--- config.mk ---
export PLATFORM = sky130hd
export DESIGN_NAME = jtframe_bank_arbiter
export DESIGN_NICKNAME = d
export VERILOG_FILES = /design/src/rtl/jtframe_bank_arbiter.sv
export SDC_FILE = /design/constraint.sdc
export NUM_CORES = 1
export LEC_CHECK = 0
export ABC_AREA = 1
export CAP_MARGIN = 40
export CORE_MARGIN = 2
export CORE_UTILIZATION = 44
export CTS_CLUSTER_DIAMETER = 100
export DETAILED_ROUTE_END_ITERATION = 8
export PLACE_DENSITY = 0.85
export SLEW_MARGIN = 25
export SYNTH_ARGS = -nofsm -noshare
export SYNTH_HDL_FRONTEND = slang
export SYNTH_SLANG_ARGS = --single-unit
--- constraint.sdc ---
create_clock -name clk -period 3.25 [get_ports clk]
set_clock_uncertainty 0.2 [all_clocks]
set_input_delay 0.65 -clock clk [delete_from_list [all_inputs] [get_ports clk]]
set_output_delay 0.65 -clock clk [all_outputs]
set_load 0.05 [all_outputs]
--- src/rtl/jtframe_bank_arbiter.sv ---
// jtframe_bank_arbiter
// Round-robin arbiter that shares one SDRAM bank read port between SLOTS ROM
// requesters. A grant latches the winner's address and raises ba_rd until the
// controller acks. The read data is captured on ba_rdy and returned with a
// one-cycle slot_ok pulse. New grants are held off while a ROM download runs.
//
// Ports
//   clk, rst_n    clock, asynchronous active-low reset
//   downloading   ROM download active: blocks new grants only
//   slot_req      per-slot level request, held until slot_ok
//   slot_addr     per-slot address, slot i = [i*AW +: AW]
//   slot_ok       one-hot (or zero) data-valid pulse for the granted slot
//   slot_dout     captured read data, held until the next capture
//   ba_rd         bank read request, held until ba_ack
//   ba_addr       bank address latched at grant
//   ba_ack        controller accepted the request
//   ba_rdy        read data valid on sdram_dout
//   sdram_dout    SDRAM read data
//   busy          arbiter is not idle
module jtframe_bank_arbiter #(
    parameter int unsigned SLOTS = 4,
    parameter int unsigned AW    = 22,
    parameter int unsigned DW    = 16
) (
    input  logic                clk,
    input  logic                rst_n,
    input  logic                downloading,
    input  logic [SLOTS-1:0]    slot_req,
    input  logic [SLOTS*AW-1:0] slot_addr,
    output logic [SLOTS-1:0]    slot_ok,
    output logic [DW-1:0]       slot_dout,
    output logic                ba_rd,
    output logic [AW-1:0]       ba_addr,
    input  logic                ba_ack,
    input  logic                ba_rdy,
    input  logic [DW-1:0]       sdram_dout,
    output logic                busy
);

    localparam int unsigned GW = (SLOTS > 1) ? $clog2(SLOTS) : 1;

    typedef enum logic [1:0] {
        IDLE = 2'd0,
        REQ  = 2'd1,
        DATA = 2'd2
    } state_t;

    state_t          state, state_nxt;
    logic [GW-1:0]   grant, grant_nxt;
    logic [GW-1:0]   rr, rr_nxt;
    logic [GW-1:0]   win;
    logic            win_vld;
    logic [GW-1:0]   grant_inc;
    logic            done;
    logic            ba_rd_nxt;
    logic [AW-1:0]   ba_addr_nxt;
    logic [SLOTS-1:0] slot_ok_nxt;
    logic [DW-1:0]   slot_dout_nxt;
    logic            busy_nxt;
    logic [AW-1:0]   addr_arr [SLOTS];

    // Slot k positions after base, wrapping modulo SLOTS
    function automatic logic [GW-1:0] rr_slot(input logic [GW-1:0] base, input int k);
        int s;
        s = (int'(base) + k) % int'(SLOTS);
        return GW'(s);
    endfunction

    // Unpack the flat address bus
    for (genvar i = 0; i < int'(SLOTS); i++) begin : g_addr
        assign addr_arr[i] = slot_addr[i*AW +: AW];
    end

    // Rotating priority: scan from the far end so the nearest requester wins last
    always_comb begin
        win     = rr;
        win_vld = 1'b0;
        for (int k = int'(SLOTS) - 1; k >= 0; k--) begin
            if (slot_req[rr_slot(rr, k)]) begin
                win     = rr_slot(rr, k);
                win_vld = 1'b1;
            end
        end
    end

    assign grant_inc = (grant == GW'(SLOTS - 1)) ? '0 : grant + GW'(1);

    // Next-state and registered-output logic
    always_comb begin
        state_nxt     = state;
        grant_nxt     = grant;
        rr_nxt        = rr;
        ba_rd_nxt     = ba_rd;
        ba_addr_nxt   = ba_addr;
        slot_ok_nxt   = '0;
        slot_dout_nxt = slot_dout;
        done          = 1'b0;
        case (state)
            IDLE: begin
                if (!downloading && win_vld) begin
                    state_nxt   = REQ;
                    grant_nxt   = win;
                    ba_addr_nxt = addr_arr[win];
                    ba_rd_nxt   = 1'b1;
                end
            end
            REQ: begin
                if (ba_ack) begin
                    ba_rd_nxt = 1'b0;
                    // ack and rdy together complete as if DATA were passed through
                    if (ba_rdy) done = 1'b1;
                    else        state_nxt = DATA;
                end
            end
            DATA: begin
                if (ba_rdy) done = 1'b1;
            end
            default: begin
                state_nxt = IDLE;
                ba_rd_nxt = 1'b0;
            end
        endcase
        if (done) begin
            state_nxt          = IDLE;
            slot_dout_nxt      = sdram_dout;
            // A slot that gave up its request gets no ok pulse
            slot_ok_nxt[grant] = slot_req[grant];
            rr_nxt             = grant_inc;
        end
        busy_nxt = (state_nxt != IDLE);
    end

    // State and output registers
    always_ff @(posedge clk or negedge rst_n) begin
        if (!rst_n) begin
            state     <= IDLE;
            grant     <= '0;
            rr        <= '0;
            ba_rd     <= 1'b0;
            ba_addr   <= '0;
            slot_ok   <= '0;
            slot_dout <= '0;
            busy      <= 1'b0;
        end else begin
            state     <= state_nxt;
            grant     <= grant_nxt;
            rr        <= rr_nxt;
            ba_rd     <= ba_rd_nxt;
            ba_addr   <= ba_addr_nxt;
            slot_ok   <= slot_ok_nxt;
            slot_dout <= slot_dout_nxt;
            busy      <= busy_nxt;
        end
    end

endmodule

# After elaboration in Yosys (flattened, before gate mapping)
# Cells that the tools add are included.
[op_classes]
shift = 0
add_sub_neg = 4
magnitude_cmp = 7
n_eq_ne = 5
div_mod_pow = 0
n_mul = 0
muxes = 36
n_bitwise = 3
reduce_logical = 7
[ops]
columns = ["cell", "count"]
rows = [
  ["$bmux 22 s2", 1],
  ["$mux 22", 2],
  ["$mux 2", 9],
  ["$lt 2x3->1 const B", 5],
  ["$mux 1", 14],
  ["$bmux 1 s2", 5],
  ["$pmux 2 s3", 1],
  ["$add 2x1->2 const B", 2],
  ["$add 2x2->2 const B", 2],
  ["$and 4x4->4", 1],
  ["$eq 2x2->1 const B", 2],
  ["$mux 4", 1],
  ["$ne 2x2->1 const B", 2],
  ["$ge 3x3->1 const B", 1],
  ["$not 2->3", 1],
  ["$pmux 1 s3", 1],
  ["$reduce_and 3->1", 1],
  ["$demux 1 s2", 1],
  ["$eq 2x1->1 const B", 1],
  ["$ge 2x1->1 const B", 1],
  ["$logic_and 1x1->1", 2],
  ["$logic_not 2->1", 1],
  ["$pmux 1 s2", 1],
  ["$reduce_and 2->1", 1],
  ["3 further kinds", 3],
]
[totals]
ramBits = 0
in_bits = 113
rom_bits = 0
memories = 0
latchBits = 0
ff_bits = 50
wordCells = 70

# Longest topological paths before layout
[depth]
depth_word = 12
depth_mapped = 17
mapped_depth_nobuf = 15

# Worst setup path after synthesis
# OpenSTA, ideal clock, no wires.
[synth_timing]
kind = "input-to-reg"
from = "input slot_req[0]"
to = "register ba_addr[0]"
setup_ps = 118
slack_ps = 1154
t_required_ps = 2932
cell_stages = 14
n_path_buf = 2
t_arrival_ps = 1778
path_cell_list = "inv_1 -> nand2_2 -> nand3_1 -> nand2_1 -> nand3_1 -> nand3_2 -> nand2_4 -> nand2_4 -> buf_8 -> buf_6 -> nand2_1 -> nand3_1 -> nand3_1 -> nand2_1"
[synth_between]
elab_chain_cells = 10
elab_cells_between_ends = 22
classes_between = "mux (19); bitwise (1); reduce/logical (2)"
[synth_lines]
columns = ["element", "line", "text"]
rows = [
  ["from (decl)", "28", "input logic [SLOTS-1:0] slot_req,"],
  ["$bmux 1 s2", "79", "if (slot_req[rr_slot(rr, k)]) begin"],
  ["$mux 1 (implied by the code)", "79", ""],
  ["$mux 2 (4 in series)", "79", ""],
  ["$not 2->3 (implied by the code)", "103", "ba_addr_nxt = addr_arr[win];"],
  ["$bmux 22 s2", "103", ""],
  ["$mux 22 (implied by the code) (2 in series)", "103", ""],
  ["to (signal assigned)", "149", "ba_addr <= ba_addr_nxt;"],
  ["to (decl)", "33", "output logic [AW-1:0] ba_addr,"],
]
# Parallel ways exist; a longest one is shown, timed or not. The select of a mux whose other input is x is not followed.
# A chain may end at the register's enable or synchronous reset.

# Final worst setup path
[layout_timing]
from = "input slot_req[3]"
to = "register ba_addr[11]"
# Same word-level chain as after synthesis.

==> results.py <==
metrics = {
    "run_status": {
        "status": "finished clean",
    },
    "die": {
        "die_w_um": 88.0,
        "initial_core_util_pct": 45.7,
        "rows": 30,
        "die_h_um": 88.0,
        "core_area_um2": 6790,
        "die_area_um2": 7750,
        "io_pins": 157,
    },
    "critical_path": {
        "r2r_cells": 13,
        "rrSetupSlack_ns": 0.81,
        "cp_num_buf_inv": 3,
        "r2r-start": "rr[0]",
        "cp_slowest_stage_delay_ns": 0.53,
        "cp.arrival_ns": 2.68,
        "cp.required_ns": 3.25,
        "cp-end-kind": "flip-flop",
        "cpMostUsedCell": "nand2_1",
        "crit_slowest_cell": "clkdlybuf4s50_1",
        "reg2reg_to": "ba_addr[11]",
        "path_delay_family": "simple AND/OR/NAND/NOR gates",
        "cp-start-kind": "primary input",
        "cp_max_fo": 38,
        "worstPathCellList": "clkdlybuf4s50_1, inv_1, nand2_1, nand3_1, nand2_1, nand3_1, nand3_2, nand2_4, nand2_4, inv_2, nand2_1, nand2_1, nor2_1, nor2_1",
        "crit_type": "primary input to flip-flop",
    },
    "placement": {
        "port_buffers": 156,
        "place_hpwl_um": 7130,
        "gp_congestion": 0.840,
    },
    "cells_and_area": {
        "area_growth_pct": 55.0,
        "final_cell_mix": "172 x nand2_1, 155 x clkdlybuf4s50_1, 97 x nand3_1, 50 x dfrtp_1, 32 x nor2_1",
        "multi_input_area_um2": 1590,
        "fillCellCount": 581,
        "num_antenna_cells": 0,
        "seq_area_um2": 1250,
        "layout_commonest_cell": "nand2_1",
        "drive_above_1_share_pct": 6.34,
        "finalNetCount": 719,
    },
    "timing": {
        "timing.fmax_mhz": 373,
        "slew_violations": 0,
        "period_needed_ns": 2.68,
        "hold_ws_ns": 0.0539,
        "setup_viol": 0,
        "worst_pin_slew_ns": 0.604,
        "worst_slew_margin_rel_pct": 59.6,
        "min_period_over_period_pct": 82.5,
        "hold_viol": 0,
        "rsz0062_at_grt": "no",
        "setup_tns_ns": 0,
    },
    "clock_network": {
        "clk_pin_slew_ns": 0.09,
        "cts_resized": 0,
        "clockBufferDepth": 2,
        "root_buffer": "clkbuf_8",
        "clock_latency_ns": 0.29,
        "cts_buffers": 5,
        "postCtsSetupRepairBufs": 0,
        "ctsHoldBuffers": 0,
        "cts.sink_count": 50,
        "cts_tree": "done",
        "htreeDepth": 2,
    },
    "grt": {
        "antenna_found_initial": 0,
        "grt_usage_pct": 23.6,
        "grt_pass1_wl_um": 14600,
        "grt_max_degree": 39,
        "grt-ovfl-total": 0,
        "grt_pass1_vias": 3200,
    },
    "routing": {
        "routedWlPerCell_um": 13.2,
        "finalWirelength_um": 9180,
        "first_iter_violations": 224,
        "vias": 3424,
        "first_pass_iters": 5,
        "drt-vias-per-instance": 4.93,
        "ant_nets": 0,
        "drc": 0,
    },
    "job": {
        "cap_violations": 0,
    },
    "logic_synthesis": {
        "syn_avg_cell_area_um2": 6.93,
        "ys_seq_area_share_pct": 40.3,
        "syn-num-nets": 569,
        "yosysWarnings": 0,
        "yosys_register_bits": 50,
        "synth.distinct_cells": 24,
        "synthCells": 448,
        "syn-cell-area_um2": 3110,
    },
    "power_and_ir_drop": {
        "p_leak_nw": 2.31,
        "peakVddDrop_v": 0.000543,
        "p_per_area_nw_per_um2": 1080,
    },
    "min_path": {
        "hp-class": "primary input to asynchronous set/reset pin",
    },
}
worst max path at each step:
stage / endpoint / slack, ns / startpoint / depth (start not counted)
floorplan: ba_addr[0] / 1.15 / slot_req[0] / 14
global placement: ba_addr[12] / 0.32 / slot_req[3] / 14
detailed placement: ba_addr[11] / 0.27 / slot_req[3] / 14
CTS: ba_addr[11] / 0.58 / slot_req[3] / 14
global route: ba_addr[17] / 0.37 / slot_req[3] / 14
finish: ba_addr[11] / 0.57 / slot_req[3] / 14
worst register-to-register path: stages, from the launching register on:
cell and delay (ns):
dfrtp_1 0.58, inv_6 0.09, nand2_2 0.09, nand3_1 0.09
nand2_1 0.11, nand3_1 0.15, nand3_2 0.13, nand2_4 0.06
nand2_4 0.33, inv_2 0.21, nand2_1 0.11, nand2_1 0.05
nor2_1 0.10, nor2_1 0.04
flip-flops by register name, indices dropped and copies added, names as in the netlist:
name,flops
ba_addr,22
slot_dout,16
slot_ok,4
grant,2
rr,2
state,2
ba_rd,1
busy,1
cells by family (layout without fill, tap and decap cells):
kind of cell / Yosys count / count (layout) / synth area share, %
buffers and inverters: 54 / 205 / 8.54
adder cells (fa/ha/maj): 8 / 8 / 3.22
AND/OR/NAND/NOR: 319 / 319 / 45.2
AO/OA/AOI/OAI: 17 / 17 / 2.74
flip-flops: 50 / 50 / 40.3
cells in the mapped netlist:
library cell / n / area (um2)
nand2_1: 172 / 646
nand3_1: 97 / 485
dfrtp_1: 50 / 1250
nor2_1: 32 / 120
inv_1: 26 / 97.6
o21ai_0: 10 / 50.1
ha_1: 8 / 100
a21oi_1: 7 / 35.0
buf_2: 7 / 35.0
inv_2: 7 / 26.3
clkbuf_1: 5 / 18.8
or2_2: 5 / 31.3
buf_6: 4 / 45.0
nand2_2: 3 / 18.8
or2_1: 3 / 18.8
buf_4: 2 / 15.0
nand2_4: 2 / 22.5
nor2_2: 2 / 12.5
buf_1: 1 / 3.75
buf_8: 1 / 15.0
inv_6: 1 / 8.76
nand3_2: 1 / 10.0
nand3_4: 1 / 17.5
nand4_4: 1 / 21.3
where the power goes:
| group | switching, mW | leakage (nW) | total [mW] | internal (mW) |
|---|---|---|---|---|
| clock | 0.202 | 0.0514 | 0.432 | 0.230 |
| combinational | 2.47 | 1.64 | 3.70 | 1.23 |
| sequential | 0.182 | 0.618 | 1.09 | 0.904 |
| total | 2.86 | 2.31 | 5.22 | 2.36 |
area by class of cell:
| class | count | share of cell area [%] |
|---|---|---|
| timing repair buffer | 163 | 33.4 |
| tap | 96 | 2.50 |
| multi-input combinational | 344 | 33.0 |
| sequential | 50 | 26.0 |
| clock inverter | 2 | 0.780 |
| inverter | 34 | 2.76 |
| clock buffer | 6 | 1.51 |
stage by stage:
stage,worst slack [ns],instance area [um2],utilization [%],power (mW),std cells
2_1_floorplan,1.15,3110,-,3.84,448
3_3_place_gp,0.318,4700,69.2,4.71,687
3_5_place_dp,0.267,4700,69.2,4.79,687
4_1_cts,0.585,4810,70.8,5.24,695
5_1_grt,0.371,4810,70.8,5.65,695
6_report,0.567,4810,70.8,5.22,695
routing by layer:
layer	part of all wire, %	vias up	routed length, um	global-route usage (%)
met5	0	-	0	0
met4	1.4	0	131	6.75
met3	5.1	12	465	4.71
met2	52	118	4770	40.5
met1	42	1577	3820	30.4
li1	-	1717	-	-
Note: power is estimated with default switching activity, not from simulation.
